File: config.mk
export PLATFORM = sky130hd
export DESIGN_NAME = audio_interval_envelope
export DESIGN_NICKNAME = d
export VERILOG_FILES = /design/src/rtl/audio_interval_envelope.sv
export SDC_FILE = /design/constraint.sdc
export NUM_CORES = 1
export LEC_CHECK = 0
export ABC_CLOCK_PERIOD_IN_PS = 4550
export CELL_PAD_IN_SITES_DETAIL_PLACEMENT = 1
export CELL_PAD_IN_SITES_GLOBAL_PLACEMENT = 1
export CORE_ASPECT_RATIO = 0.75
export CORE_MARGIN = 2
export CORE_UTILIZATION = 42
export CTS_CLUSTER_DIAMETER = 80
export DETAILED_ROUTE_END_ITERATION = 7
export PLACE_DENSITY_LB_ADDON = 0.1
export SLEW_MARGIN = 20
export SYNTH_ARGS = -nofsm -noshare
export SYNTH_HDL_FRONTEND = slang
export SYNTH_SLANG_ARGS = --single-unit
File: constraint.sdc
create_clock -name clk -period 4.55 [get_ports clk]
set_input_delay 0.91 -clock clk [delete_from_list [all_inputs] [get_ports clk]]
set_output_delay 0.91 -clock clk [all_outputs]
set_load 0.01 [all_outputs]
File: src/rtl/audio_interval_envelope.sv
// Streaming multi-channel interval min/max: accumulates len samples per channel
// over a valid/ready input and emits one signed min/max record per interval.
module audio_interval_envelope #(
    parameter int unsigned DATA_W = 32,
    parameter int unsigned NUM_CH = 2,
    parameter int unsigned LEN_W  = 16,
    parameter int unsigned IDX_W  = 16
) (
    input  logic                     clk,
    input  logic                     reset,
    input  logic                     start,
    input  logic [LEN_W-1:0]         interval_len,
    input  logic [IDX_W-1:0]         num_intervals,
    input  logic                     in_valid,
    output logic                     in_ready,
    input  logic [NUM_CH*DATA_W-1:0] in_data,
    output logic                     out_valid,
    input  logic                     out_ready,
    output logic [NUM_CH*DATA_W-1:0] out_min,
    output logic [NUM_CH*DATA_W-1:0] out_max,
    output logic [IDX_W-1:0]         out_index,
    output logic                     busy,
    output logic                     done
);
    localparam int unsigned BUS_W = NUM_CH * DATA_W;

    typedef enum logic [1:0] {S_IDLE, S_ACCUM, S_EMIT} state_e;

    state_e             state_q, state_d;
    logic [LEN_W-1:0]   len_q, len_d;
    logic [IDX_W-1:0]   nint_q, nint_d;
    logic [LEN_W-1:0]   cnt_q, cnt_d;
    logic [IDX_W-1:0]   idx_q, idx_d;
    logic [BUS_W-1:0]   acc_min_q, acc_min_d;
    logic [BUS_W-1:0]   acc_max_q, acc_max_d;
    logic [BUS_W-1:0]   out_min_q, out_min_d;
    logic [BUS_W-1:0]   out_max_q, out_max_d;
    logic [IDX_W-1:0]   out_index_q, out_index_d;
    logic               in_ready_q, in_ready_d;
    logic               out_valid_q, out_valid_d;
    logic               busy_q, busy_d;
    logic               done_q, done_d;
    logic [BUS_W-1:0]   upd_min, upd_max;

    // Candidate min/max including the current sample; the first sample seeds both.
    always_comb begin
        upd_min = acc_min_q;
        upd_max = acc_max_q;
        for (int c = 0; c < NUM_CH; c++) begin
            if (cnt_q == '0 ||
                $signed(in_data[c*DATA_W +: DATA_W]) < $signed(acc_min_q[c*DATA_W +: DATA_W]))
                upd_min[c*DATA_W +: DATA_W] = in_data[c*DATA_W +: DATA_W];
            if (cnt_q == '0 ||
                $signed(in_data[c*DATA_W +: DATA_W]) > $signed(acc_max_q[c*DATA_W +: DATA_W]))
                upd_max[c*DATA_W +: DATA_W] = in_data[c*DATA_W +: DATA_W];
        end
    end

    always_comb begin
        state_d     = state_q;
        len_d       = len_q;
        nint_d      = nint_q;
        cnt_d       = cnt_q;
        idx_d       = idx_q;
        acc_min_d   = acc_min_q;
        acc_max_d   = acc_max_q;
        out_min_d   = out_min_q;
        out_max_d   = out_max_q;
        out_index_d = out_index_q;
        done_d      = 1'b0;

        case (state_q)
            S_IDLE: begin
                if (start) begin
                    len_d  = (interval_len == '0) ? LEN_W'(1) : interval_len;
                    nint_d = num_intervals;
                    if (num_intervals == '0) begin
                        done_d = 1'b1;
                    end else begin
                        cnt_d   = '0;
                        idx_d   = '0;
                        state_d = S_ACCUM;
                    end
                end
            end
            S_ACCUM: begin
                if (in_valid && in_ready_q) begin
                    acc_min_d = upd_min;
                    acc_max_d = upd_max;
                    if (cnt_q == len_q - LEN_W'(1)) begin
                        out_min_d   = upd_min;
                        out_max_d   = upd_max;
                        out_index_d = idx_q;
                        state_d     = S_EMIT;
                    end else begin
                        cnt_d = cnt_q + LEN_W'(1);
                    end
                end
            end
            S_EMIT: begin
                if (out_ready) begin
                    if (idx_q == nint_q - IDX_W'(1)) begin
                        state_d = S_IDLE;
                        done_d  = 1'b1;
                    end else begin
                        idx_d   = idx_q + IDX_W'(1);
                        cnt_d   = '0;
                        state_d = S_ACCUM;
                    end
                end
            end
            default: state_d = S_IDLE;
        endcase

        // Handshake/status flags are registered decodes of the next state.
        in_ready_d  = (state_d == S_ACCUM);
        out_valid_d = (state_d == S_EMIT);
        busy_d      = (state_d != S_IDLE);
    end

    always_ff @(posedge clk) begin
        if (reset) begin
            state_q     <= S_IDLE;
            len_q       <= '0;
            nint_q      <= '0;
            cnt_q       <= '0;
            idx_q       <= '0;
            acc_min_q   <= '0;
            acc_max_q   <= '0;
            out_min_q   <= '0;
            out_max_q   <= '0;
            out_index_q <= '0;
            in_ready_q  <= 1'b0;
            out_valid_q <= 1'b0;
            busy_q      <= 1'b0;
            done_q      <= 1'b0;
        end else begin
            state_q     <= state_d;
            len_q       <= len_d;
            nint_q      <= nint_d;
            cnt_q       <= cnt_d;
            idx_q       <= idx_d;
            acc_min_q   <= acc_min_d;
            acc_max_q   <= acc_max_d;
            out_min_q   <= out_min_d;
            out_max_q   <= out_max_d;
            out_index_q <= out_index_d;
            in_ready_q  <= in_ready_d;
            out_valid_q <= out_valid_d;
            busy_q      <= busy_d;
            done_q      <= done_d;
        end
    end

    assign in_ready  = in_ready_q;
    assign out_valid = out_valid_q;
    assign out_min   = out_min_q;
    assign out_max   = out_max_q;
    assign out_index = out_index_q;
    assign busy      = busy_q;
    assign done      = done_q;

endmodule
After elaboration in Yosys (flattened, before gate mapping)
Index checks and enable logic that the tools add are counted.
W data, S select, Z words.

word-level totals
  bits of input ports = 101
  flip-flop bits (word level) = 342
  word-level logic and storage cells = 78
  output and inout port bits = 148

operators by class
  multiplexer cells = 27
  reductions and logical operators = 17
  add/sub/neg operators = 4
  $lt $le $gt $ge = 4
  eq/ne operators = 12

operators with widths
  operator                 number
  $mux W16                 9
  $mux W32                 4
  $gt A32 B32 Y1           2
  $lt A32 B32 Y1           2
  $logic_not A16 Y1        3
  $pmux W16 S3             1
  $add A16 B1 Y16 const B  2
  $eq A16 B16 Y1           2
  $pmux W16 S2             1
  $sub A16 B1 Y16 const B  2
  $ne A2 B2 Y1 const B     6
  $mux W2                  5
  $reduce_and A7 Y1        1
  $pmux W2 S3              1
  $mux W1                  5
  $reduce_and A5 Y1        1
  $eq A2 B1 Y1 const B     2
  $eq A2 B2 Y1 const B     2
  $logic_or A1 B1 Y1       4
  $reduce_and A2 Y1        2
  $reduce_bool A2 Y1       2
  $reduce_and A3 Y1        1
  $reduce_bool A3 Y1       1
  $logic_not A2 Y1         1
  other kinds (2)          2

Longest topological paths before layout
  depth in word-level cells = 6
  mapped depth = 14

Worst setup path before layout
No wires, ideal clock.

  kind = input port to flip-flop
  from = in in_data[45]
  to = reg out_min_q[33], in the netlist out_min[33]
  library setup time = 0.134 ns
  setup slack = 1.043 ns
  data required time = 4.416 ns
  data arrival time = 3.373 ns
  cell stages on the path = 11
  cells stage by stage = ha_1 -> a21o_1 -> a21o_1 -> a21oi_1 -> o21ai_0 -> and2_0 -> a311oi_1 -> mux2i_1 -> clkbuf_1 -> mux2i_1 -> a211oi_1

on the way
  longest elaborated chain between the ends = 3

ends and longest elaborated chain
  what                  line  text
  from (decl)           16    input logic [NUM_CH*DATA_W-1:0] in_data,
  $lt A32 B32 Y1        51    $signed(in_data[c*DATA_W +: DATA_W]) < $signed(acc_min_q[c*DATA_W +: DATA_W]))
  $logic_or A1 B1 Y1    50    if (cnt_q == '0 ||
  $mux W32              50
  to (signal assigned)  145   out_min_q <= out_min_d;
  to (decl)             36    logic [BUS_W-1:0] out_min_q, out_min_d;

Every way passes these cells.
A chain may end at the register's enable or synchronous reset.

Worst setup path after layout
  from = reg len_q[0]
  to = reg out_min_q[8], in the netlist out_min[8]

on the way
  longest elaborated chain between the ends = 3

ends and longest elaborated chain
  what                         line  text
  from (decl)                  30    logic [LEN_W-1:0] len_q, len_d;
  from (signal assigned)       139   len_q <= len_d;
  $sub A16 B1 Y16              90    if (cnt_q == len_q - LEN_W'(1)) begin
  $eq A16 B16 Y1               90
  $reduce_and A3 Y1 (no line)  -

Every way passes these cells.

==> parameters.txt <==
Parameter                              Value

Run status
  Result of the run    finished clean

Place
  Final weighted congestion in routability-driven placement    0.8648
  Port Buffers    248
  Detail Placement HPWL    40570 um

CTS
  TritonCTS Sinks    342
  PostCTS Resize Cnt    0
  TritonCTS clock tree    yes
  Post-CTS setup buffer count    0
  Clock root cell    clkbuf_16
  Number of levels the H-tree was split into    2
  Number of buffers created by CTS    36
  Post-cts hold buffer count    0
  Clock transition time at the flip-flop clock pins of the worst setup and hold paths    0.06 ns
  Clock latency on the worst-skew pair    0.54 ns
  Largest buffer count on any clock path    3

Timing
  Final worst clock skew    0.02127 ns
  Unrepaired setup endpoints after global routing    false
  Hold Worst Slack    0.4746 ns
  Final-report setup violation count    0
  Number of hold violations in the final report    0
  Fmax achieved    264.9 MHz
  Accumulated negative setup slack    0 ns
  Remaining max-slew budget at the tightest pin    32.98%
  Tmin final    3.776 ns
  Pin slew with the least headroom to its limit    1.005 ns
  Portion of the clock cycle consumed by the worst path in the final layout    82.98%
  Count of final max-slew check failures    0

Yosys
  Main synth FF type    dfxtp_1
  Area leader, netlist    dfxtp_1
  Share of the synthesized area in the top cell type    37.70%
  Post-synthesis cell count    2107
  Area share of xor/xnor cells in the synthesized design    2.556%
  Cell variety after synth    74
  Complex-gate fraction of the synthesized area    14.14%
  Simple logic cell fraction of the synthesized area    16.55%
  Proportion of synthesized area in mux cells    13.72%
  Largest family of logic cells by synthesized area    simple AND/OR/NAND/NOR gates
  Post-synth EDFFs    0
  Portion of the post-synthesis area used by sequential elements    37.70%
  Number of nets in the synthesized netlist    2339
  Proportion of synthesized flip-flops having asynchronous set or reset    0%
  Post-synthesis sequential element count    342
  Average footprint of a synthesized cell    8.619 um^2
  Leading cell types by total area after synthesis    dfxtp_1, mux2i_1, ha_1
  Post-synthesis instance area    0.01816 mm^2
  Share of synthesized cell area in full adder, half adder and majority cells    9.025%
  YS warnings    0

Global route
  Pin count of the biggest net entering global routing    143
  Initial antenna violation count    1
  Met3 track utilization from global routing    3.941%
  Vias in the first global route    16370
  GR peak layer    met2
  Routing usage on met1    33.22%
  GRT met2 Usage    41.39%
  Global-route usage over all layers    24.57%
  GRT overflow    0
  Wire length of the first global-routing pass    89180 um

Cells and area
  Diodes inserted    0
  Area growth syn-to-layout    23.47%
  Area used by multi-input combinational logic    0.01024 mm^2
  Fraction of final layout cells sized beyond drive strength 1    5.080%
  Nets    2532
  Storage element area    0.006847 mm^2
  Number of fillers in the final layout    4917

Power
  Power per Cell Area    303.9 mW/mm^2
  Total chip power    0.006814 W
  Static Leak    8.809 nW
  Worst IR Drop VDD    0.2545 mV

Floorplanning
  Initial standard-cell utilization of the core    42.86%
  Core region area    0.04237 mm^2
  Number of cell rows    65
  Num ports    249
  Horiz. Die Dim    244.1 um
  Die ar.    0.04494 mm^2
  Height of the die    184.1 um

Hold path
  Kind of path behind the tightest hold check    register to register
  Endpoint of the worst hold-timing path    acc_min_q[0]
  Hold-critical path depth    2
  HP Start    acc_min_q[0]

Route
  DRC violations left    0
  Wire length per cell    19.27 um
  Count of vias placed by the detailed router    15850
  TritonRoute pass-1 iters    5
  Routed Wire Length    55730 um
  DRC violation total after the first TritonRoute iteration    762
  Via density per instance    5.481
  Post-detailed-route count of antenna-violating nets    0

Worst setup path
  Cell breakdown of the critical path    inv_1, ha_1, o21ba_2, a221oi_1, a41oi_1, nor4_1, o2111ai_2, nor3_4, buf_4, nor2_1, a211oi_1
  Capture point of the worst reg-to-reg path    out_min[8]
  Critical-path maximum fanout    36
  Worst reg2reg setup slack    0.77 ns
  Worst EP required    4.98 ns
  Startpoint kind of the worst setup timing path    register
  Setup CP Type    register to register
  Reg2reg path depth    11
  Critical-path cell with the highest stage delay    nor3_4
  Critical Path Sink Type    register
  Slowest stage delay, CP    0.58 ns
  Arrival time at the worst endpoint    4.21 ns
  Start of the worst register-to-register path    len_q[0]

Run
  Max-cap violations    0
synthesized netlist by cell type (6+ instances only):
| cell type | instances |
|---|---|
| dfxtp_1 | 342 |
| nand2_1 | 268 |
| mux2i_1 | 249 |
| nor2_1 | 234 |
| inv_1 | 149 |
| a211oi_1 | 133 |
| ha_1 | 131 |
| a21oi_1 | 104 |
| clkbuf_1 | 85 |
| a21o_1 | 51 |
| nand4_1 | 42 |
| xnor2_1 | 35 |
| buf_2 | 22 |
| nand3_1 | 22 |
| nor4_1 | 22 |
| o21ai_0 | 21 |
| nor3_1 | 20 |
| xor2_1 | 18 |
| buf_4 | 16 |
| nand2b_1 | 11 |
| and3_1 | 10 |
| o21a_1 | 10 |
| buf_1 | 9 |
| o211ai_1 | 6 |
| o22ai_1 | 6 |
| or3_1 | 6 |
through the flow:
step           instance area [um^2]  cells  worst slack (ns)  util (%)
2_1_floorplan                 18160   2107             1.043         -
6_report                      22420   2892            0.7743     52.92
3_3_place_gp                  21290   2831            0.3013     50.24
5_1_grt                       22420   2892            0.4991     52.92
4_1_cts                       22420   2892            0.7578     52.92
3_5_place_dp                  21290   2831            0.3545     50.24
where the power goes:
part / switching (W) / internal (W) / leakage (nW)
sequential: 0.0000566 / 0.00304 / 2.76
combinational: 0.000445 / 0.000341 / 5.49
clock: 0.00125 / 0.00168 / 0.557
per-layer routing:
metal	wire length, um	share of wire [%]
met5	16	0.029
met4	1037	1.9
met3	2099	3.8
met2	26060	47
met1	26520	48
state kept, by name (all words and copies together), names as in the netlist:
signal     count
acc_max_q     64
out_max       64
acc_min_q     64
out_index     16
state_q        2
len_q         16
busy           1
nint_q        16
out_min       64
done           1
cnt_q         16
out_valid      1
in_ready       1
idx_q         16
worst max-delay path, delay by kind of cell (launching register included):
| kind | cells | cell delay, ns |
|---|---|---|
| compound gates | 5 | 1.23 |
| fa+ha+maj | 1 | 0.37 |
| buf+inv | 2 | 0.54 |
| flops | 1 | 0.45 |
| simple gates | 3 | 1.06 |
how the worst max path moves through the flow:
stage                       end  slack [ns]  cells after the start        start
global placement    out_max[41]        0.30                      9  in_data[61]
detailed placement  out_max[41]        0.35                      9  in_data[61]
finish               out_min[8]        0.77                     11     len_q[0]
floorplan           out_min[33]        1.04                     11  in_data[45]
global route         out_max[8]        0.50                     11     len_q[0]
CTS                  out_min[8]        0.76                     11     len_q[0]
layout make-up:
cell class | instances | area share, %
repair buffers | 287 | 13.06
well taps | 569 | 3.175
multi-input cells | 1483 | 45.66
clock inverters | 5 | 0.2567
flip-flops and latches | 342 | 30.53
clock buffers | 56 | 4.804
inverters | 150 | 2.511
cell usage in the layout (no fill, tap or decap), types with 4 or more instances in the layout:
master and instances:
a211oi_1 133, a21o_1 51, a21oi_1 104, a22oi_1 4, and2_1 5, and3_1 9
buf_12 12, buf_4 27, clkbuf_1 11, clkbuf_16 37, clkbuf_8 9, clkdlybuf4s50_1 247
dfxtp_1 342, ha_1 131, inv_1 149, mux2i_1 248, nand2_1 266, nand2b_1 11
nand3_1 22, nand4_1 42, nor2_1 234, nor2b_1 4, nor3_1 20, nor3b_1 5
nor4_1 22, nor4b_1 4, o2111ai_1 4, o211ai_1 6, o21a_1 10, o21ai_0 21
o22ai_1 4, or2_2 5, or3_1 6, xnor2_1 35, xor2_1 18
logic make-up (layout without fill, tap and decap cells):
logic type,after synthesis,count (layout)
buffers and inverters,282,498
adder cells (fa/ha/maj),131,131
AO/OA/AOI/OAI,375,375
flip-flops,342,342
XOR/XNOR,53,53
AND/OR/NAND/NOR,675,675
multiplexers,249,249
No activity file was read; power rests on OpenSTA's default activity.
